===== src/rtl/timer_loader.sv =====
// timer_loader: keypad-side digit loader for the microwave countdown timer.
// Collects decimal key presses into a 3-digit MM:SS entry buffer. On start it
// sends minutes, seconds-tens and seconds-ones to the timer over the serial
// digit-load interface (data plus active-low loadn strobe).
//
// Optional feature macro: TIMER_LOADER_CLAMP_EN
//   defined   - a seconds-tens digit above 5 is sent as 5 (max 9:59)
//   undefined - digits are sent exactly as entered
//
// Parameters:
//   GAP_CYCLES  loadn-high cycles after the minutes and tens strobes (1..15)
//
// Ports:
//   clock       system clock, rising edge
//   clearn      synchronous active-low reset
//   key_valid   one-cycle strobe, key_digit valid
//   key_digit   keypad code, only 0..9 accepted
//   key_clear   one-cycle strobe, zero the entry buffer
//   start       one-cycle strobe, transfer the buffer to the timer
//   data        digit presented to the timer
//   loadn       active-low load strobe to the timer
//   busy        high while a transfer is in progress
//   load_done   one-cycle pulse when the transfer completes
//   entry_mins  buffer minutes digit (display)
//   entry_tens  buffer seconds-tens digit (display)
//   entry_ones  buffer seconds-ones digit (display)
module timer_loader #(
    parameter int unsigned GAP_CYCLES = 1
) (
    input  logic       clock,
    input  logic       clearn,
    input  logic       key_valid,
    input  logic [3:0] key_digit,
    input  logic       key_clear,
    input  logic       start,
    output logic [3:0] data,
    output logic       loadn,
    output logic       busy,
    output logic       load_done,
    output logic [3:0] entry_mins,
    output logic [3:0] entry_tens,
    output logic [3:0] entry_ones
);

    localparam int unsigned DIGIT_W = 4;
    localparam int unsigned CNT_W   = 4;

    typedef enum logic [2:0] {
        IDLE,
        LOAD_MIN,
        GAP1,
        LOAD_TENS,
        GAP2,
        LOAD_ONES,
        DONE
    } state_t;

    state_t             state;
    logic [CNT_W-1:0]   gap_cnt;
    logic [DIGIT_W-1:0] xfer_tens;
    logic [DIGIT_W-1:0] xfer_ones;
    logic [DIGIT_W-1:0] tens_xfer_c;

    // Tens digit as it will be latched at start (display copy is never altered).
    always_comb begin
        tens_xfer_c = entry_tens;
`ifdef TIMER_LOADER_CLAMP_EN
        if (entry_tens > DIGIT_W'(5)) begin
            tens_xfer_c = DIGIT_W'(5);
        end
`endif
    end

    // Transfer sequencer and entry buffer; every output is a register.
    always_ff @(posedge clock) begin
        if (!clearn) begin
            state      <= IDLE;
            gap_cnt    <= '0;
            xfer_tens  <= '0;
            xfer_ones  <= '0;
            data       <= '0;
            loadn      <= 1'b1;
            busy       <= 1'b0;
            load_done  <= 1'b0;
            entry_mins <= '0;
            entry_tens <= '0;
            entry_ones <= '0;
        end else begin
            case (state)
                IDLE: begin
                    if (key_clear) begin
                        entry_mins <= '0;
                        entry_tens <= '0;
                        entry_ones <= '0;
                    end else if (start) begin
                        // Minutes go straight onto the bus; the rest are latched
                        // so later input activity cannot disturb them.
                        xfer_tens <= tens_xfer_c;
                        xfer_ones <= entry_ones;
                        data      <= entry_mins;
                        loadn     <= 1'b0;
                        busy      <= 1'b1;
                        state     <= LOAD_MIN;
                    end else if (key_valid && (key_digit <= DIGIT_W'(9))) begin
                        entry_mins <= entry_tens;
                        entry_tens <= entry_ones;
                        entry_ones <= key_digit;
                    end
                end

                LOAD_MIN: begin
                    loadn   <= 1'b1;
                    gap_cnt <= CNT_W'(GAP_CYCLES - 1);
                    state   <= GAP1;
                end

                GAP1: begin
                    if (gap_cnt == '0) begin
                        data  <= xfer_tens;
                        loadn <= 1'b0;
                        state <= LOAD_TENS;
                    end else begin
                        gap_cnt <= gap_cnt - CNT_W'(1);
                    end
                end

                LOAD_TENS: begin
                    loadn   <= 1'b1;
                    gap_cnt <= CNT_W'(GAP_CYCLES - 1);
                    state   <= GAP2;
                end

                GAP2: begin
                    if (gap_cnt == '0) begin
                        data  <= xfer_ones;
                        loadn <= 1'b0;
                        state <= LOAD_ONES;
                    end else begin
                        gap_cnt <= gap_cnt - CNT_W'(1);
                    end
                end

                LOAD_ONES: begin
                    loadn      <= 1'b1;
                    load_done  <= 1'b1;
                    entry_mins <= '0;
                    entry_tens <= '0;
                    entry_ones <= '0;
                    state      <= DONE;
                end

                DONE: begin
                    data      <= '0;
                    busy      <= 1'b0;
                    load_done <= 1'b0;
                    state     <= IDLE;
                end

                default: begin
                    data      <= '0;
                    loadn     <= 1'b1;
                    busy      <= 1'b0;
                    load_done <= 1'b0;
                    state     <= IDLE;
                end
            endcase
        end
    end

endmodule


===== config.mk =====
export PLATFORM = sky130hd
export DESIGN_NAME = timer_loader
export DESIGN_NICKNAME = d
export VERILOG_FILES = /design/src/rtl/timer_loader.sv
export SDC_FILE = /design/constraint.sdc
export NUM_CORES = 1
export LEC_CHECK = 0
export CAP_MARGIN = 20
export CORE_MARGIN = 10
export CORE_UTILIZATION = 45
export DETAILED_ROUTE_END_ITERATION = 6
export PLACE_DENSITY = 0.77
export SKIP_CTS_REPAIR_TIMING = 1
export SLEW_MARGIN = 20
export SYNTH_ARGS = -nofsm -noshare
export SYNTH_HDL_FRONTEND = slang
export SYNTH_SLANG_ARGS = --single-unit

===== constraint.sdc =====
create_clock -name clock -period 3.5 [get_ports clock]
set_input_delay 0.525 -clock clock [delete_from_list [all_inputs] [get_ports clock]]
set_output_delay 0.525 -clock clock [all_outputs]
set_load 0.01 [all_outputs]

; ---- Yosys cells after proc, flatten, opt, wreduce, memory -nomap -nowiden
; Cells that the tools add are included.
[op_classes]
n_addsub = 1
n_lt_le_gt_ge = 1
eq_ne = 14
n_mux = 32
bitwise = 4
reduce_logical = 17
[ops]
columns = cell, n
row1 = $mux 4, 14
row2 = $pmux 4 s2, 4
row3 = $pmux 3 s6, 1
row4 = $pmux 4 s4, 1
row5 = $mux 3, 4
row6 = $ne 2x2->1 const B, 5
row7 = $reduce_or 5->1, 2
row8 = $eq 3x3->1 const B, 3
row9 = $reduce_and 3->1, 3
row10 = $reduce_and 4->1, 2
row11 = $eq 3x2->1 const B, 2
row12 = $ne 3x3->1 const B, 2
row13 = $mux 1, 5
row14 = $reduce_and 5->1, 1
row15 = $le 4x4->1 const B, 1
row16 = $logic_not 4->1, 1
row17 = $not 1->1, 4
row18 = $pmux 1 s2, 2
row19 = $reduce_bool 2->1, 2
row20 = $reduce_or 2->1, 2
row21 = $sub 4x1->4 const B, 1
row22 = $eq 3x1->1 const B, 1
row23 = $logic_not 3->1, 1
row24 = $pmux 1 s3, 1
row25 = 4 further kinds, 4
[word_totals]
reg_bits = 34
out_inout_bits = 19
word_cells = 80

; ---- Logic depth before layout (Yosys ltp)
; Gate-level depths: netlist (run 1).
[logic_depth]
ltp_word = 6
mapped_depth = 6
mapped_depth_nobuf = 6

; ---- Least setup slack after synthesis (run 1)
; Ideal clock, no wire load.
[synth_timing]
kind = in2reg
startpoint = in key_clear
endpoint = reg xfer_ones[0]
arrival_time_ns = 1.412
t_required_ns = 3.372
setup_slack_ns = 1.960
stages = 5
path_cell_list = nand2b_1 > or4_4 > buf_6 > mux2i_1 > nor2_1
[synth_via]
elab_chain_cells = 2
[synth_lines]
columns = item, line
row1 = "start, declared", 34  ; input logic key_clear,
row2 = $not 1->1 (no source line), n/a
row3 = $reduce_and 3->1 (no source line), n/a
row4 = "end signal, assigned", 99  ; xfer_ones <= entry_ones;
row5 = "end, declared", 61  ; logic [DIGIT_W-1:0] xfer_ones;
; No other way between the ends.
; A chain may end at the register's enable or synchronous reset.

==> results.cfg, run 1 <==
[status]
status = completed

[routing]
first_pass_iters = 5
wire_per_inst_um = 14.64
drc = 0
finalWirelength_mm = 3.953
viasPerCell = 5.463
ant_nets = 0
via_count = 1475
drt_iter0_markers = 175

[timing]
relSlewSlack = 0.3610
whs_ns = 0.4608
clock.fmax_mhz = 500.1
fin_ws_ns = 1.500
hold_viol_final = 0
post-route-period-util = 0.5713
rsz0062_at_grt = false
min_period_ns = 2.000
finalSetupViolations = 0
clock_skew_ns = 0.005898
worst_slew_pin_slew_ns = 0.9572
tns_ns = 0
drv_slew = 0

[cts]
cts-root-buf = clkbuf_8
cts-htree-levels = 2
clk_latency_ns = 0.28
clockBufferDepth = 2
path_clk_slew_ns = 0.06
tritoncts = yes
cts_made_buffers = 5
clkSinkCount = 34

[critical_path]
reg2reg_depth = 4
timing.rr.start = state[2]$_SDFFE_PN0P_
worst_setup_path_end_kind = flip-flop
cp_slowest_stage_delay_ns = 0.76
reg2reg_to = entry_tens[0]$_SDFFE_PN0P_
critical_path_class = input pin to flip-flop
slowest_stage = clkdlybuf4s50_1
worstSetupStartpointType = input pin
worstSetupStartpoint = clearn
required_ns = 3.69
r2r_slack_ns = 1.52
cp_cell_sequence = clkdlybuf4s50_1, nor3b_1, and4_1, nand2_1, o31ai_1
crit_end = entry_mins[3]$_SDFFE_PN0P_
worst-path-max-fanout = 14
cp.arrival_ns = 2.19

[logic_synthesis]
synth_area_leaders = dfxtp_1 (40%), nand2_1 (9.7%), mux2i_1 (9.5%), o31ai_1 (5.3%), nor2_1 (3.5%)
synth_area_leader_cell = dfxtp_1
synth_edf_count = 0
synthMuxAreaShare = 0.09453
synthSimpleGateAreaFrac = 0.2201
async_flop_share = 0
yosysUniqueCellTypes = 41
synthXorXnorAreaFrac = 0.005170
synth_flop_cell = dfxtp_1
synth_common_cells = nand2_1 (44), dfxtp_1 (34), mux2i_1 (16), nor2_1 (16), o31ai_1 (12)
yosys_warnings = 0
syn_nets = 213
synth_top_family_by_area = simple AND/OR/NAND/NOR gates
synth_top_cell_area_share = 0.4018
syn-instance-count = 201
synth_compound_area_frac = 0.1965
ys_seq_area_frac = 0.4018
synth_seq_cells = 34
yosys.area_share.adder = 0.02216
synth_most_common_cell = nand2_1
synth.avg_cell_area_sq_um = 8.428
syn_area_sq_um = 1694

[grt]
track_usage = 0.1265
grt_pass1_wl_mm = 6.651
grt_pass1_vias = 1403
grt_overflow = 0
grt_max_degree = 28
antenna_found_initial = 0

[placed_design]
dpl-instance-area_sq_um = 1961
place.gp.congestion = 0.8116
hpwl_mm = 2.818
place_ws_ns = 1.186
place_inst = 264
io_buffers = 27

[finish]
areaGrowthSynthToFinish_pct = 20.61
stdcell_area_sq_um = 2043
final_cells = 270
drive_gt1_frac = 0.05405
fin_util = 0.5581
fill_cells = 336
layout.nets = 235
regArea_sq_um = 680.7
num_antenna_cells = 0
multiInputGateArea_sq_um = 912.1

[pwr]
p_per_area_nw_per_um2 = 386.4
ir_worst_vdd_uv = 321.8
total_power_uw = 789.5
static-leakage-power_nw = 0.7518

[run]
drv_cap = 0

[floorplanning]
dieArea_sq_um = 6619
ioPinCount = 28
start_util = 0.4627
die_h_um = 81.36
core_sq_um = 3661
rows = 22
die_x_um = 81.36

[hold_path]
holdPathStages = 1
hp-class = flip-flop to flip-flop
per-layer routing:
metal / routed length, um / up-vias / GRT usage
met1: 1720 / 678 / 0.1497
met4: 15 / 0 / 0.03633
met5: 0 / - / 0
met3: 332 / 2 / 0.05960
met2: 1884 / 45 / 0.1998
li1: - / 750 / -
layout by cell type, fill, tap and decap left out, types with 3 or more instances in the layout:
cell type	n
nand2_1	44
dfxtp_1	34
clkdlybuf4s50_1	27
mux2i_1	16
nor2_1	16
o31ai_1	12
inv_1	6
a21oi_1	6
o21ai_0	6
clkbuf_8	6
nor2b_1	4
o2bb2ai_1	4
o211ai_1	3
a31oi_1	3
o32ai_1	3
ha_1	3
critical path: cells and delay by family:
kind / cells / cell delay [ns]
AND/OR/NAND/NOR: 3 / 0.81
buffers and inverters: 1 / 0.76
AO/OA/AOI/OAI: 1 / 0.08
worst min path at each step:
stage	to	start	slack (ns)
after global placement	loadn$_SDFFE_PN1P_	loadn$_SDFFE_PN1P_	0.44
after detailed placement	loadn$_SDFFE_PN1P_	loadn$_SDFFE_PN1P_	0.44
after global routing	loadn$_SDFFE_PN1P_	loadn$_SDFFE_PN1P_	0.48
final	loadn$_SDFFE_PN1P_	loadn$_SDFFE_PN1P_	0.46
after floorplan	xfer_ones[0]$_SDFFE_PN0P_	xfer_ones[0]$_SDFFE_PN0P_	0.46
after CTS	loadn$_SDFFE_PN1P_	loadn$_SDFFE_PN1P_	0.46
area by class of cell:
class,count,area share
well taps,48,0.02939
flip-flops and latches,34,0.3331
multi-input cells,147,0.4464
inverters,6,0.01102
clock buffers,6,0.04042
repair buffers,29,0.1396
state kept, by name, summed over array words and instances, names as in the netlist, 3 cells and up:
register / count
data: 4
entry_ones: 4
xfer_ones: 4
state: 3
xfer_tens: 4
gap_cnt: 4
entry_mins: 4
entry_tens: 4
logic make-up (layout without fill, tap and decap cells):
logic type | after synthesis | count (layout)
AO/OA/AOI/OAI | 46 | 46
XOR/XNOR | 1 | 1
adder cells (fa/ha/maj) | 3 | 3
buffers and inverters | 20 | 41
flip-flops | 34 | 34
multiplexers | 16 | 16
AND/OR/NAND/NOR | 81 | 81
where the power goes:
group	switching (mW)	internal, mW	leakage, nW
clock network	0.128	0.151	0.0431
registers	0.0167	0.394	0.275
logic	0.0541	0.0448	0.434
total	0.199	0.591	0.752
Note: power is estimated with default switching activity, not from simulation.
==> inputs of run 2 (changes only) <==
==> constraint.sdc (replaced) <==
create_clock -name clock -period 2 [get_ports clock]
set_input_delay 0.3 -clock clock [delete_from_list [all_inputs] [get_ports clock]]
set_output_delay 0.3 -clock clock [all_outputs]
set_load 0.01 [all_outputs]
==> results.cfg, run 2 (synthesis gave the netlist of run 1 again) <==
[critical_path]
required_ns = 2.22
worstSetupStartpointType = flip-flop
worst-path-max-fanout = 7
critical_path_class = flip-flop to flip-flop
reg2reg_depth = 6
cp.arrival_ns = 1.95
worst_setup_path_end_kind = flip-flop

[finish]
num_antenna_cells = 0
fin_util = 0.5735
drive_gt1_frac = 0.08297
areaGrowthSynthToFinish_pct = 23.93
layout.nets = 240
final_cells = 277
fill_cells = 337
final_common_cell = nand2_1
most-common-layout-cells = nand2_1 (44), dfxtp_1 (34), clkdlybuf4s50_1 (27), mux2i_1 (16), nor2_1 (16)

[cts]
tritoncts = yes
cts-htree-levels = 2
path_clk_slew_ns = 0.07
clkSinkCount = 34
clockBufferDepth = 2
clk_latency_ns = 0.29
cts-root-buf = clkbuf_8
cts_made_buffers = 5

[pwr]
clkPwrFrac = 0.373
p_sw_frac = 0.2677
static-leakage-power_nw = 0.7855
total_power_mw = 1.436
power_switching_uw = 384.5
pwr-share-seq = 0.496
p_per_area_nw_per_um2 = 684.1
pwr-share-comb = 0.131
ir_worst_vdd_uv = 421.4
internal-power_mw = 1.052

[grt]
grt_max_degree = 20
grt_overflow = 0
antenna_found_initial = 0
track_usage = 0.1265
grt_pass1_wl_mm = 6.637
grt_pass1_vias = 1425

[timing]
clock_skew_ns = 0.004316
worst_slew_pin_slew_ns = 0.6717
drv_slew = 0
fin_ws_ns = 0.2659
relSlewSlack = 0.5516
min_period_ns = 1.734
hold_viol_final = 0
finalSetupViolations = 0
post-route-period-util = 0.8671
clock.fmax_mhz = 576.7
tns_ns = 0
rsz0062_at_grt = false

[hold_path]
holdPathStages = 2
hp-class = flip-flop to flip-flop

[routing]
drc = 0
viasPerCell = 5.458
wire_per_inst_um = 14.52
via_count = 1512
ant_nets = 0
first_pass_iters = 4
drt_iter0_markers = 95
finalWirelength_mm = 4.023

[floorplanning]
ioPinCount = 28
die_h_um = 81.36
start_util = 0.4627
die_x_um = 81.36
dieArea_sq_um = 6619
rows = 22
core_sq_um = 3661

[placed_design]
place.gp.congestion = 0.7842
hpwl_mm = 2.945
place_ws_ns = 0.1551
place_inst = 269
io_buffers = 27

[status]
status = completed

[run]
drv_cap = 0
==> run 2: cell types whose count changed in the layout (fill, tap and decap cells not counted), sizes merged <==
cell      previous run  this run
clkinvlp             0         1
clkinv               0         1
buf                  2         7
==> run 2: per-layer routing <==
metal,wire length [um],GRT usage
met3,313,0.05850
met1,1857,0.1484
met4,57,0.05190
met5,0,0
met2,1794,0.1951
==> run 2: cell type report <==
cell class | instances | area, sq um | share of cell area
multi-input combinational | 147 | 918.4 | 0.4374
sequential | 34 | 680.7 | 0.3242
timing repair buffer | 34 | 322.8 | 0.1538
clock buffer | 6 | 82.58 | 0.03933
tap | 48 | 60.06 | 0.02861
inverter | 6 | 22.52 | 0.01073
clock inverter | 2 | 12.51 | 0.005959
==> run 2: through the flow <==
step | cell area (sq um) | hold WS [ns]
6_report | 2100 | 0.4625
5_1_grt | 2100 | 0.4949
4_1_cts | 2093 | 0.4727
3_5_place_dp | 1998 | 0.4579
3_3_place_gp | 1998 | 0.4395
2_1_floorplan | 1694 | 0.4085
==> run 2: critical path, cell delays in order (launching register included) <==
cell     delay (ns)
dfxtp_1        0.34
inv_1          0.06
ha_1           0.21
nor3b_4        0.35
a22oi_1        0.16
o22ai_2        0.32
mux2i_1        0.22
==> run 2: power by group through the flow <==
stage | logic, mW | registers, mW | clock network (mW)
detailed placement | 0.186 | 0.727 | 0
global route | 0.207 | 0.715 | 0.573
CTS | 0.187 | 0.712 | 0.543
finish | 0.188 | 0.712 | 0.536
floorplan | 0.133 | 0.717 | 0
global placement | 0.183 | 0.726 | 0
==> run 2: worst paths after layout <==
check             slack [ns]              endpoint                     from
hold / removal          0.46  data[0]$_SDFFE_PN0P_     data[0]$_SDFFE_PN0P_
hold reg to reg         0.46  data[0]$_SDFFE_PN0P_     data[0]$_SDFFE_PN0P_
setup reg to reg        0.27  data[3]$_SDFFE_PN0P_  gap_cnt[0]$_SDFFE_PN0P_
setup / recovery        0.27  data[3]$_SDFFE_PN0P_  gap_cnt[0]$_SDFFE_PN0P_
==> inputs of run 3 (changes only) <==
--- a/config.mk
+++ b/config.mk
@@ -5,8 +5,6 @@
 export SDC_FILE = /design/constraint.sdc
 export NUM_CORES = 1
 export LEC_CHECK = 0
-export CAP_MARGIN = 20
-export CORE_MARGIN = 10
 export CORE_UTILIZATION = 45
 export DETAILED_ROUTE_END_ITERATION = 6
 export PLACE_DENSITY = 0.77
==> results.cfg, run 3 (synthesis gave the netlist of run 1 again) <==
[timing]
tns_ns = 0
fin_ws_ns = 0.2656
hold_viol_final = 0
rsz0062_at_grt = false
post-route-period-util = 0.8672
clock_skew_ns = 0.006469
min_period_ns = 1.734
relSlewSlack = 0.5521
clock.fmax_mhz = 576.6
worst_slew_pin_slew_ns = 0.6710
finalSetupViolations = 0
drv_slew = 0

[floorplanning]
die_x_um = 63.36
die_h_um = 63.36
start_util = 0.4885
ioPinCount = 28
core_sq_um = 3468
rows = 21
dieArea_sq_um = 4014

[critical_path]
reg2reg_depth = 6
worstSetupStartpoint = gap_cnt[0]$_SDFFE_PN0P_
crit_end = data[3]$_SDFFE_PN0P_
worst-path-max-fanout = 5
reg2reg_to = data[3]$_SDFFE_PN0P_
worst_setup_path_end_kind = flip-flop
critical_path_class = flip-flop to flip-flop
r2r_slack_ns = 0.27
cp.arrival_ns = 1.95
worstSetupStartpointType = flip-flop
timing.rr.start = gap_cnt[0]$_SDFFE_PN0P_
required_ns = 2.22

[cts]
cts_made_buffers = 5
tritoncts = yes
clk_latency_ns = 0.29
cts-htree-levels = 2
clkSinkCount = 34
cts-root-buf = clkbuf_8
path_clk_slew_ns = 0.07
clockBufferDepth = 2

[pwr]
static-leakage-power_nw = 0.8046
total_power_mw = 1.544
p_per_area_nw_per_um2 = 721.5
ir_worst_vdd_uv = 449.2

[hold_path]
hp-class = flip-flop to flip-flop
holdPathStages = 2

[grt]
grt_overflow = 0
grt_pass1_vias = 1364
grt_pass1_wl_mm = 6.561
grt_max_degree = 20
antenna_found_initial = 0
track_usage = 0.2063

[finish]
fin_util = 0.6169
areaGrowthSynthToFinish_pct = 26.29
stdcell_area_sq_um = 2140
num_antenna_cells = 0
most-common-layout-cells = nand2_1 (44), dfxtp_1 (34), clkdlybuf4s50_1 (27), mux2i_1 (16), nor2_1 (16)
layout.nets = 244
final_common_cell = nand2_1
fill_cells = 331
drive_gt1_frac = 0.09871

[routing]
drt_iter0_markers = 53
ant_nets = 0
first_pass_iters = 4
drc = 0
finalWirelength_mm = 3.844
viasPerCell = 5.455
via_count = 1522
wire_per_inst_um = 13.78

[placed_design]
io_buffers = 27
place.gp.congestion = 0.8029
hpwl_mm = 2.687
dpl-instance-area_sq_um = 2026
place_ws_ns = 0.1683

[run]
drv_cap = 0

[status]
status = completed
-- run 3: cell types whose count changed in the layout (fill, tap and decap cells not counted), sizes merged --
| cell | previous run | this run |
|---|---|---|
| buf | 7 | 11 |
| bufinv | 0 | 1 |
| clkbuf | 6 | 5 |
| clkinv | 1 | 0 |
| clkinvlp | 1 | 2 |
-- run 3: layout make-up --
type,count,area (sq um),share of cell area
Multi-Input combinational cell,147,912.1,0.4263
Sequential cell,34,680.7,0.3181
Timing Repair Buffer,38,352.8,0.1649
Clock buffer,5,68.82,0.03216
Tap cell,46,57.56,0.02690
Clock inverter,3,45.04,0.02105
Inverter,6,22.52,0.01053
-- run 3: power breakdown --
part           total (mW)  switching (mW)  internal [mW]
sequential          0.713          0.0229          0.690
combinational       0.194           0.104         0.0909
clock               0.637           0.266          0.370
-- run 3: through the flow --
step,hold WS [ns],std cells
finish,0.4621,279
global route,0.4801,279
CTS,0.4648,279
detailed placement,0.4493,271
global placement,0.4381,271
floorplan,0.4085,201
-- run 3: worst min path at each step --
stage / slack [ns] / start / to
detailed placement: 0.45 / loadn$_SDFFE_PN1P_ / loadn$_SDFFE_PN1P_
CTS: 0.46 / data[2]$_SDFFE_PN0P_ / data[2]$_SDFFE_PN0P_
floorplan: 0.41 / key_digit[0] / entry_ones[0]$_SDFFE_PN0P_
finish: 0.46 / data[2]$_SDFFE_PN0P_ / data[2]$_SDFFE_PN0P_
global placement: 0.44 / loadn$_SDFFE_PN1P_ / loadn$_SDFFE_PN1P_
global route: 0.48 / data[2]$_SDFFE_PN0P_ / data[2]$_SDFFE_PN0P_
-- run 3: critical path: stages (launching register included) --
cell	delay, ns
dfxtp_1	0.35
inv_1	0.07
ha_1	0.21
nor3b_2	0.32
a22oi_1	0.16
o22ai_2	0.31
mux2i_1	0.24
-- run 3: layer usage --
layer,vias to the layer above,share of wire,track usage
met5,-,0,0
met1,717,0.51,0.2937
li1,770,-,-
met2,31,0.44,0.2992
met4,0,0.0088,0.07386
met3,4,0.036,0.04891
